==> config.mk <==
export PLATFORM = sky130hd
export DESIGN_NAME = timer_bank
export DESIGN_NICKNAME = d
export VERILOG_FILES = /design/src/rtl/timer_bank_pkg.sv /design/src/rtl/timer_bank_channel.sv /design/src/rtl/timer_bank.sv
export SDC_FILE = /design/constraint.sdc
export NUM_CORES = 1
export LEC_CHECK = 0
export CAP_MARGIN = 0
export CELL_PAD_IN_SITES_DETAIL_PLACEMENT = 1
export CELL_PAD_IN_SITES_GLOBAL_PLACEMENT = 2
export CORE_MARGIN = 8
export CORE_UTILIZATION = 35
export CTS_CLUSTER_DIAMETER = 50
export DETAILED_ROUTE_END_ITERATION = 7
export PLACE_DENSITY_LB_ADDON = 0.1
export SYNTH_ARGS = -nofsm -noshare
export SYNTH_HDL_FRONTEND = slang
export SYNTH_SLANG_ARGS = --single-unit
==> constraint.sdc <==
create_clock -name clk -period 8.18 [get_ports clk]
set_input_delay 2.454 -clock clk [delete_from_list [all_inputs] [get_ports clk]]
set_output_delay 2.454 -clock clk [all_outputs]
set_load 0.01 [all_outputs]
==> src/rtl/timer_bank_pkg.sv <==
// Shared definitions for the timer bank: channel FSM states, CTRL field
// positions, MODE encodings and the per-channel register offsets.
package timer_bank_pkg;

   typedef enum logic [1:0] {
      ST_IDLE = 2'd0,
      ST_LOAD = 2'd1,
      ST_CNT  = 2'd2,
      ST_INT  = 2'd3
   } ch_state_t;

   // MODE 00 is one-shot; 1x is reserved and behaves as one-shot.
   localparam logic [1:0] MODE_RELOAD = 2'b01;

   // CTRL layout: [0] EN, [2:1] MODE, [3] IM, [7:4] PS
   localparam int unsigned CTRL_W    = 8;
   localparam int unsigned CTRL_EN   = 0;
   localparam int unsigned CTRL_MODE = 1;
   localparam int unsigned CTRL_IM   = 3;
   localparam int unsigned CTRL_PS   = 4;

   // Word offsets within one channel's 4-word window
   localparam int unsigned REG_CTRL   = 0;
   localparam int unsigned REG_PRESET = 1;
   localparam int unsigned REG_COUNT  = 2;

   // Word offset of register r belonging to channel ch
   function automatic int unsigned reg_off(input int unsigned ch, input int unsigned r);
      return 4 * ch + r;
   endfunction

endpackage

==> src/rtl/timer_bank_channel.sv <==
// One timer channel: CTRL/PRESET registers, prescaler, down-counter and the
// IDLE/LOAD/CNT/INT sequencer. expire pulses for the single cycle in which
// the channel leaves CNT on expiry, so the pending flag lands on that edge.
module timer_bank_channel
   import timer_bank_pkg::*;
#(
   parameter int unsigned WIDTH = 32
) (
   input  logic              clk,
   input  logic              reset,
   input  logic              ctrl_we,
   input  logic [CTRL_W-1:0] ctrl_din,
   input  logic              preset_we,
   input  logic [WIDTH-1:0]  preset_din,
   output logic [CTRL_W-1:0] ctrl,
   output logic [WIDTH-1:0]  preset,
   output logic [WIDTH-1:0]  count,
   output logic              expire
);

   ch_state_t  state;
   logic [3:0] pscnt;
   logic       en;
   logic       tick;

   assign en     = ctrl[CTRL_EN];
   assign tick   = (pscnt == ctrl[CTRL_PS +: 4]);
   assign expire = (state == ST_CNT) && en && tick && (count <= WIDTH'(1));

   // Register writes plus the channel sequencer; a CTRL write in the INT cycle overrides the EN auto-clear
   always_ff @(posedge clk) begin
      if (reset) begin
         state  <= ST_IDLE;
         ctrl   <= '0;
         preset <= '0;
         count  <= '0;
         pscnt  <= '0;
      end else begin
         if (preset_we) preset <= preset_din;
         if (ctrl_we)   ctrl   <= ctrl_din;
         case (state)
            ST_IDLE: begin
               if (en) state <= ST_LOAD;
            end
            ST_LOAD: begin
               count <= preset;
               pscnt <= '0;
               state <= ST_CNT;
            end
            ST_CNT: begin
               if (!en) begin
                  state <= ST_IDLE;
               end else if (tick) begin
                  pscnt <= '0;
                  if (count > WIDTH'(1)) begin
                     count <= count - 1'b1;
                  end else begin
                     count <= '0;
                     state <= ST_INT;
                  end
               end else begin
                  pscnt <= pscnt + 1'b1;
               end
            end
            ST_INT: begin
               if (ctrl[CTRL_MODE +: 2] == MODE_RELOAD) begin
                  state <= ST_LOAD;
               end else begin
                  if (!ctrl_we) ctrl[CTRL_EN] <= 1'b0;
                  state <= ST_IDLE;
               end
            end
            default: state <= ST_IDLE;
         endcase
      end
   end

endmodule

==> src/rtl/timer_bank.sv <==
// Multi-channel memory-mapped timer. Decodes the word offset inside the
// Bridge slot, muxes read data, keeps the sticky pending flags and drives
// the merged, registered IRQ.
module timer_bank
   import timer_bank_pkg::*;
#(
   parameter int unsigned NUM_CH = 2,
   parameter int unsigned WIDTH  = 32,
   parameter int unsigned OFF_W  = 6
) (
   input  logic        clk,
   input  logic        reset,
   input  logic [31:2] Addr,
   input  logic        WE,
   input  logic [31:0] Din,
   output logic [31:0] Dout,
   output logic        IRQ
);

   localparam int unsigned STATUS_OFF = 4 * NUM_CH;

   logic [OFF_W-1:0]  off;
   logic [CTRL_W-1:0] ctrl   [NUM_CH];
   logic [WIDTH-1:0]  preset [NUM_CH];
   logic [WIDTH-1:0]  count  [NUM_CH];
   logic [NUM_CH-1:0] expire;
   logic [NUM_CH-1:0] ctrl_we;
   logic [NUM_CH-1:0] preset_we;
   logic [NUM_CH-1:0] im_next;
   logic [NUM_CH-1:0] pending;
   logic [NUM_CH-1:0] pending_next;
   logic [NUM_CH-1:0] status_clr;
   logic              status_we;
   logic              unused_bits;

   assign off         = Addr[OFF_W+1:2];
   assign unused_bits = ^{Addr[31:OFF_W+2], Din};

   for (genvar g = 0; g < NUM_CH; g++) begin : g_ch
      timer_bank_channel #(
         .WIDTH (WIDTH)
      ) u_ch (
         .clk        (clk),
         .reset      (reset),
         .ctrl_we    (ctrl_we[g]),
         .ctrl_din   (Din[CTRL_W-1:0]),
         .preset_we  (preset_we[g]),
         .preset_din (Din[WIDTH-1:0]),
         .ctrl       (ctrl[g]),
         .preset     (preset[g]),
         .count      (count[g]),
         .expire     (expire[g])
      );
   end

   // Write decode; IRQ is registered from next-state pending/IM so it lands on the same edge as the flag
   always_comb begin
      ctrl_we   = '0;
      preset_we = '0;
      im_next   = '0;
      for (int unsigned c = 0; c < NUM_CH; c++) begin
         ctrl_we[c]   = WE && (off == OFF_W'(reg_off(c, REG_CTRL)));
         preset_we[c] = WE && (off == OFF_W'(reg_off(c, REG_PRESET)));
         im_next[c]   = ctrl_we[c] ? Din[CTRL_IM] : ctrl[c][CTRL_IM];
      end
      status_we    = WE && (off == OFF_W'(STATUS_OFF));
      status_clr   = status_we ? Din[NUM_CH-1:0] : '0;
      pending_next = (pending & ~status_clr) | expire;
   end

   // Combinational read mux; reserved and unmapped offsets read zero
   always_comb begin
      Dout = '0;
      for (int unsigned c = 0; c < NUM_CH; c++) begin
         if (off == OFF_W'(reg_off(c, REG_CTRL)))   Dout = 32'(ctrl[c]);
         if (off == OFF_W'(reg_off(c, REG_PRESET))) Dout = 32'(preset[c]);
         if (off == OFF_W'(reg_off(c, REG_COUNT)))  Dout = 32'(count[c]);
      end
      if (off == OFF_W'(STATUS_OFF)) Dout = 32'(pending);
   end

   // Sticky pending flags (expiry beats a same-cycle clear) and the merged interrupt
   always_ff @(posedge clk) begin
      if (reset) begin
         pending <= '0;
         IRQ     <= 1'b0;
      end else begin
         pending <= pending_next;
         IRQ     <= |(pending_next & im_next);
      end
   end

endmodule

==> flow_summary.json, run 1 <==
{
  "postSynthAreaPerCell_um2": 7.35,
  "via_per_inst": 6.04,
  "cts_tree": "built",
  "antenna-diode-count": 0,
  "yosysWarnings": 0,
  "finClkSkew_ns": 0.0110,
  "tightest_slew_ns": 1.10,
  "rsz0062_at_grt": "no",
  "peakVddDrop_mv": 0.171,
  "drtIter0Drc": 788,
  "grt_max_degree": 60,
  "crit_fanout": 32,
  "maxCapViolCount": 0,
  "cts_hold_buf": 0,
  "postRouteWirelength_um": 38000,
  "cpMaxStageDelayCell": "or4_1",
  "yosysTopAreaCellShare_pct": 35.3,
  "globalRouteMet3Util_pct": 3.46,
  "cp.required_ns": 5.73,
  "antenna_found_initial": 1,
  "status": "finished, final reports clean",
  "power_density_nw_per_um2": 230,
  "start_util_pct": 35.7,
  "grt_use_total_pct": 24.2,
  "fin_nets": 1344,
  "synthesis.area_um2": 9020,
  "synth_seq_cells": 159,
  "setup.worst_path.start_class": "primary input",
  "slowest_delay_ns": 0.62,
  "area_growth_pct": 18.7,
  "criticalPathCategory": "in2out",
  "gp_congestion": 0.865,
  "slew_headroom_pct": 26.8,
  "setup-tns-final_ns": 0,
  "overflow": 0,
  "worstPathCellList": "clkdlybuf4s50_1 > or4_1 > or2_2 > nor2_2 > buf_12 > a221oi_1 > a221oi_1 > buf_4 > clkdlybuf4s50_1",
  "leakagePower_nw": 3.59,
  "synth_area_leaders": "dfxtp_1 35%, a21oi_1 9.4%, nand2_1 8.8%, o21ai_0 3.7%, a221oi_1 3.4%",
  "die_area_um2": 31200,
  "slew_violations": 0,
  "numClockSinks": 159,
  "routedWlPerCell_um": 23.6,
  "clk_pin_slew_ns": 0.07,
  "postCtsSetupRepairBufs": 0,
  "post-dp-hpwl_um": 27400,
  "min_period_ns": 7.88,
  "grt_use_met2_pct": 36.3,
  "via_count": 9712,
  "grt_pass1_vias": 9572,
  "cp_data_arrival_time_ns": 5.42,
  "fmaxAchievable_mhz": 127,
  "cp-end-kind": "output port",
  "synthArstFlopShare_pct": 0,
  "top_usage_layer": "met2",
  "cts-root-buf": "clkbuf_16",
  "synth-main-ff-cell": "dfxtp_1",
  "synth_edf_count": 0,
  "min_period_over_period_pct": 96.3,
  "numCtsBuffers": 17,
  "die_h_um": 177,
  "final_layout_size_suffix_gt1_share_pct": 7.51,
  "coreArea_um2": 25300,
  "antenna_left": 0,
  "min_path_type": "reg2reg",
  "clk_path_buf_depth": 2,
  "synth_nets": 1306,
  "dr.pass1.iters": 5,
  "post_cts_resized": 0,
  "die_x_um": 177,
  "power_mw": 2.47,
  "synth-seq-area-share_pct": 35.3,
  "rows": 58,
  "synth_top_area_cell": "dfxtp_1",
  "met1_usage_pct": 35.4,
  "r2r_slack_ns": 5.00,
  "grt_first_pass_wirelength_um": 58900,
  "ios": 98,
  "port_buffers": 73,
  "yosys.cell_types.count": 70,
  "drc": 0,
  "postSynthCellCount": 1227,
  "clk_latency_ns": 0.43,
  "setup_violations": 0,
  "cts-htree-levels": 4,
  "hold_viol_final": 0
}
==> where the power goes <==
group          switching, mW  internal (mW)
clock                  0.378          0.463
combinational          0.567          0.234
sequential            0.0307          0.795
==> cell usage after synthesis, types with 24 or more instances <==
master and count:
a221oi_1 35, clkbuf_1 63, a22oi_1 28, dfxtp_1 159, inv_1 41, nor2_1 75, nand2_1 212, o21ai_0 67
nor3_1 47, nand3_1 48, o32ai_1 24, a21oi_1 169
==> layer usage <==
layer | up-vias | routed length (um)
met5 | - | 0
met4 | 0 | 609
met3 | 42 | 2250
met2 | 278 | 16800
met1 | 4820 | 18300
li1 | 4572 | -
==> critical path, delay by kind of cell <==
| family | cells | cell delay, ns |
|---|---|---|
| buffers and inverters | 4 | 1.36 |
| and+or+nand+nor | 3 | 1.10 |
| AOI/OAI and AO/OA | 2 | 0.48 |
==> cell usage in the layout, fill, tap and decap left out, drive strengths merged, types with 3 or more instances in the layout <==
cell and n:
or3 9, a21o 5, a32oi 3, a21oi 170
a31oi 12, nand3b 4, o32ai 24, and3 9
clkdlybuf4s50 72, xor2 8, clkinv 5, inv 50
nand4 22, nand2 212, dfxtp 159, a31o 4
buf 35, a221oi 35, a22oi 28, nor2 75
or2 6, a221o 6, nor3b 3, o211ai 5
o2bb2ai 5, and4 4, clkbuf 18, mux2i 7
and2 10, nor4 22, o21ai 74, nor3 48
xnor2 6, o22ai 3, or4 9, nand3 48
ha 14, nor2b 14, a211oi 10
==> kinds of logic (layout without fill, tap and decap cells) <==
logic type | after synthesis | in the layout | synth area share (%)
adder cells (fa/ha/maj) | 14 | 14 | 1.94
AO/OA/AOI/OAI | 399 | 399 | 27.9
flip-flops | 159 | 159 | 35.3
buffers and inverters | 132 | 183 | 5.95
multiplexers | 7 | 7 | 0.777
XOR/XNOR | 14 | 14 | 1.36
AND/OR/NAND/NOR | 502 | 502 | 26.8
==> cell type report <==
type / instances / area [um2]
fillers: 3149 / 14500
multi-input cells: 936 / 5330
flip-flops and latches: 159 / 3180
repair buffers: 107 / 1020
clock buffers: 18 / 429
well taps: 330 / 413
clock inverters: 14 / 170
inverters: 44 / 165
==> worst paths after layout <==
path / startpoint / end / cells past startpoint
max reg2reg: g_ch[0].u_ch.count[4] / g_ch[0].u_ch.count[0] / 7
min: g_ch[1].u_ch.preset[3] / g_ch[1].u_ch.preset[3] / 2
max: Addr[7] / Dout[24] / 9
min reg2reg: g_ch[1].u_ch.preset[3] / g_ch[1].u_ch.preset[3] / 2
==> registers in the layout (all words and copies together), names as in the netlist <==
signal / cells
g_ch.u_ch.preset: 64
IRQ: 1
g_ch.u_ch.pscnt: 8
g_ch.u_ch.state: 4
g_ch.u_ch.ctrl: 16
pending: 2
g_ch.u_ch.count: 64
==> metrics by stage <==
stage | cells | cell area, um2 | setup slack [ns] | hold WS, ns | utilization (%)
floorplan | 1227 | 9020 | 1.56 | 0.442 | -
global placement | 1576 | 10100 | 0.339 | 0.460 | 40.0
detailed placement | 1576 | 10100 | 0.302 | 0.466 | 40.0
CTS | 1608 | 10700 | 0.285 | 0.476 | 42.4
global route | 1608 | 10700 | 0.182 | 0.500 | 42.4
finish | 1608 | 10700 | 0.304 | 0.471 | 42.4
(Power assumes the default switching activity.)
==> run 2, diff against run 1 <==
--- a/config.mk
+++ b/config.mk
@@ -5,9 +5,10 @@
 export SDC_FILE = /design/constraint.sdc
 export NUM_CORES = 1
 export LEC_CHECK = 0
-export CAP_MARGIN = 0
+export CAP_MARGIN = 20
 export CELL_PAD_IN_SITES_DETAIL_PLACEMENT = 1
 export CELL_PAD_IN_SITES_GLOBAL_PLACEMENT = 2
+export CORE_ASPECT_RATIO = 0.8
 export CORE_MARGIN = 8
 export CORE_UTILIZATION = 35
 export CTS_CLUSTER_DIAMETER = 50
==> flow_summary.json, run 2 (same netlist as run 1, synthesis figures left out) <==
{
  "peakVddDrop_mv": 0.152,
  "fin_util_pct": 42.1,
  "drc": 0,
  "antenna_found_initial": 0,
  "setup-tns-final_ns": 0,
  "cts-htree-levels": 4,
  "grt_max_degree": 74,
  "cp-end-kind": "output port",
  "postRouteWirelength_um": 38500,
  "numClockSinks": 159,
  "clk_path_buf_depth": 2,
  "leakagePower_nw": 3.54,
  "area_growth_pct": 18.1,
  "cts_hold_buf": 0,
  "cts_tree": "built",
  "grt_pass1_vias": 9632,
  "top_regs": "g_ch.u_ch.count: 64 flops, g_ch.u_ch.preset: 64 flops, g_ch.u_ch.ctrl: 16 flops",
  "maxCapViolCount": 0,
  "drtIter0Drc": 692,
  "clk_latency_ns": 0.44,
  "die_area_um2": 31200,
  "via_per_inst": 6.04,
  "rows": 52,
  "cts-root-buf": "clkbuf_16",
  "cp_data_arrival_time_ns": 5.48,
  "grt_use_total_pct": 24.3,
  "die_x_um": 195,
  "tightest_slew_ns": 1.00,
  "power_density_nw_per_um2": 230,
  "post-dp-hpwl_um": 27600,
  "final_cell_mix": "212 x nand2_1, 169 x a21oi_1, 159 x dfxtp_1",
  "routedWlPerCell_um": 24.1,
  "ios": 98,
  "antenna-diode-count": 0,
  "die_h_um": 160,
  "final_layout_size_suffix_gt1_share_pct": 7.14,
  "cp.required_ns": 5.73,
  "port_buffers": 73,
  "layout_commonest_cell": "nand2_1",
  "coreArea_um2": 25300,
  "gp_congestion": 0.866,
  "clk_pin_slew_ns": 0.07,
  "rsz0062_at_grt": "no",
  "overflow": 0,
  "r2r_slack_ns": 4.69,
  "hold_path_depth": 2,
  "min_path_type": "reg2reg",
  "fin_nets": 1341,
  "crit_fanout": 17,
  "fmaxAchievable_mhz": 126,
  "dr.pass1.iters": 5,
  "status": "finished, final reports clean",
  "reg2reg_depth": 7,
  "numCtsBuffers": 17,
  "postCtsSetupRepairBufs": 0,
  "antenna_left": 0,
  "slew_violations": 0,
  "min_period_over_period_pct": 97.0,
  "slew_headroom_pct": 32.8,
  "finClkSkew_ns": 0.00772,
  "setup_violations": 0,
  "setup.worst_path.start_class": "primary input",
  "start_util_pct": 35.6,
  "hold_viol_final": 0,
  "via_count": 9658,
  "criticalPathCategory": "in2out",
  "min_period_ns": 7.94,
  "post_cts_resized": 0,
  "grt_first_pass_wirelength_um": 59200
}
## run 2: cell count changes in the layout (fill, tap and decap cells not counted), sizes merged
cell and change:
buf -3, clkbuf +4, clkinvlp +4, inv -8
## run 2: layout make-up
class | instances | area (um2)
clock buffer | 22 | 464
multi-input combinational | 936 | 5330
inverter | 44 | 165
tap | 324 | 405
clock inverter | 10 | 113
fill | 3115 | 14700
timing repair buffer | 104 | 998
sequential | 159 | 3180
## run 2: final timing paths
kind / from / end
worst min register to register: g_ch[0].u_ch.preset[22] / g_ch[0].u_ch.preset[22]
worst max-delay path: Addr[7] / Dout[24]
worst max register to register: g_ch[0].u_ch.count[4] / g_ch[0].u_ch.count[20]
worst min-delay path: g_ch[0].u_ch.preset[22] / g_ch[0].u_ch.preset[22]
## run 2: metrics by stage
stage | instance area [um2] | worst slack [ns] | hold slack (ns) | std cells | total power, mW
global placement | 10100 | 0.244 | 0.464 | 1567 | 1.63
CTS | 10700 | 0.238 | 0.477 | 1599 | 2.45
floorplan | 9020 | 1.56 | 0.442 | 1227 | 1.35
finish | 10700 | 0.243 | 0.476 | 1599 | 2.45
detailed placement | 10100 | 0.249 | 0.467 | 1567 | 1.63
global route | 10700 | 0.154 | 0.499 | 1599 | 2.57
## run 2: report_power, final
part | internal, mW | switching [mW] | leakage (nW)
clock | 0.464 | 0.350 | 0.268
combinational | 0.234 | 0.577 | 1.99
sequential | 0.795 | 0.0310 | 1.28
total | 1.49 | 0.958 | 3.54
## run 2: per-layer routing
layer / global-route usage (%) / vias to the layer above / part of all wire (%)
li1: - / 4560 / -
met1: 33.4 / 4807 / 48
met2: 37.8 / 240 / 45
met3: 3.93 / 51 / 4.8
met4: 8.74 / 0 / 2.9
met5: 0 / - / 0
## run 2: critical path, stage by stage
cell and delay (ns):
clkdlybuf4s50_1 0.44, or4_1 0.60, or2_2 0.35, nor2_2 0.14, buf_12 0.19, a221oi_1 0.14
a221oi_1 0.52, clkdlybuf4s50_1 0.64
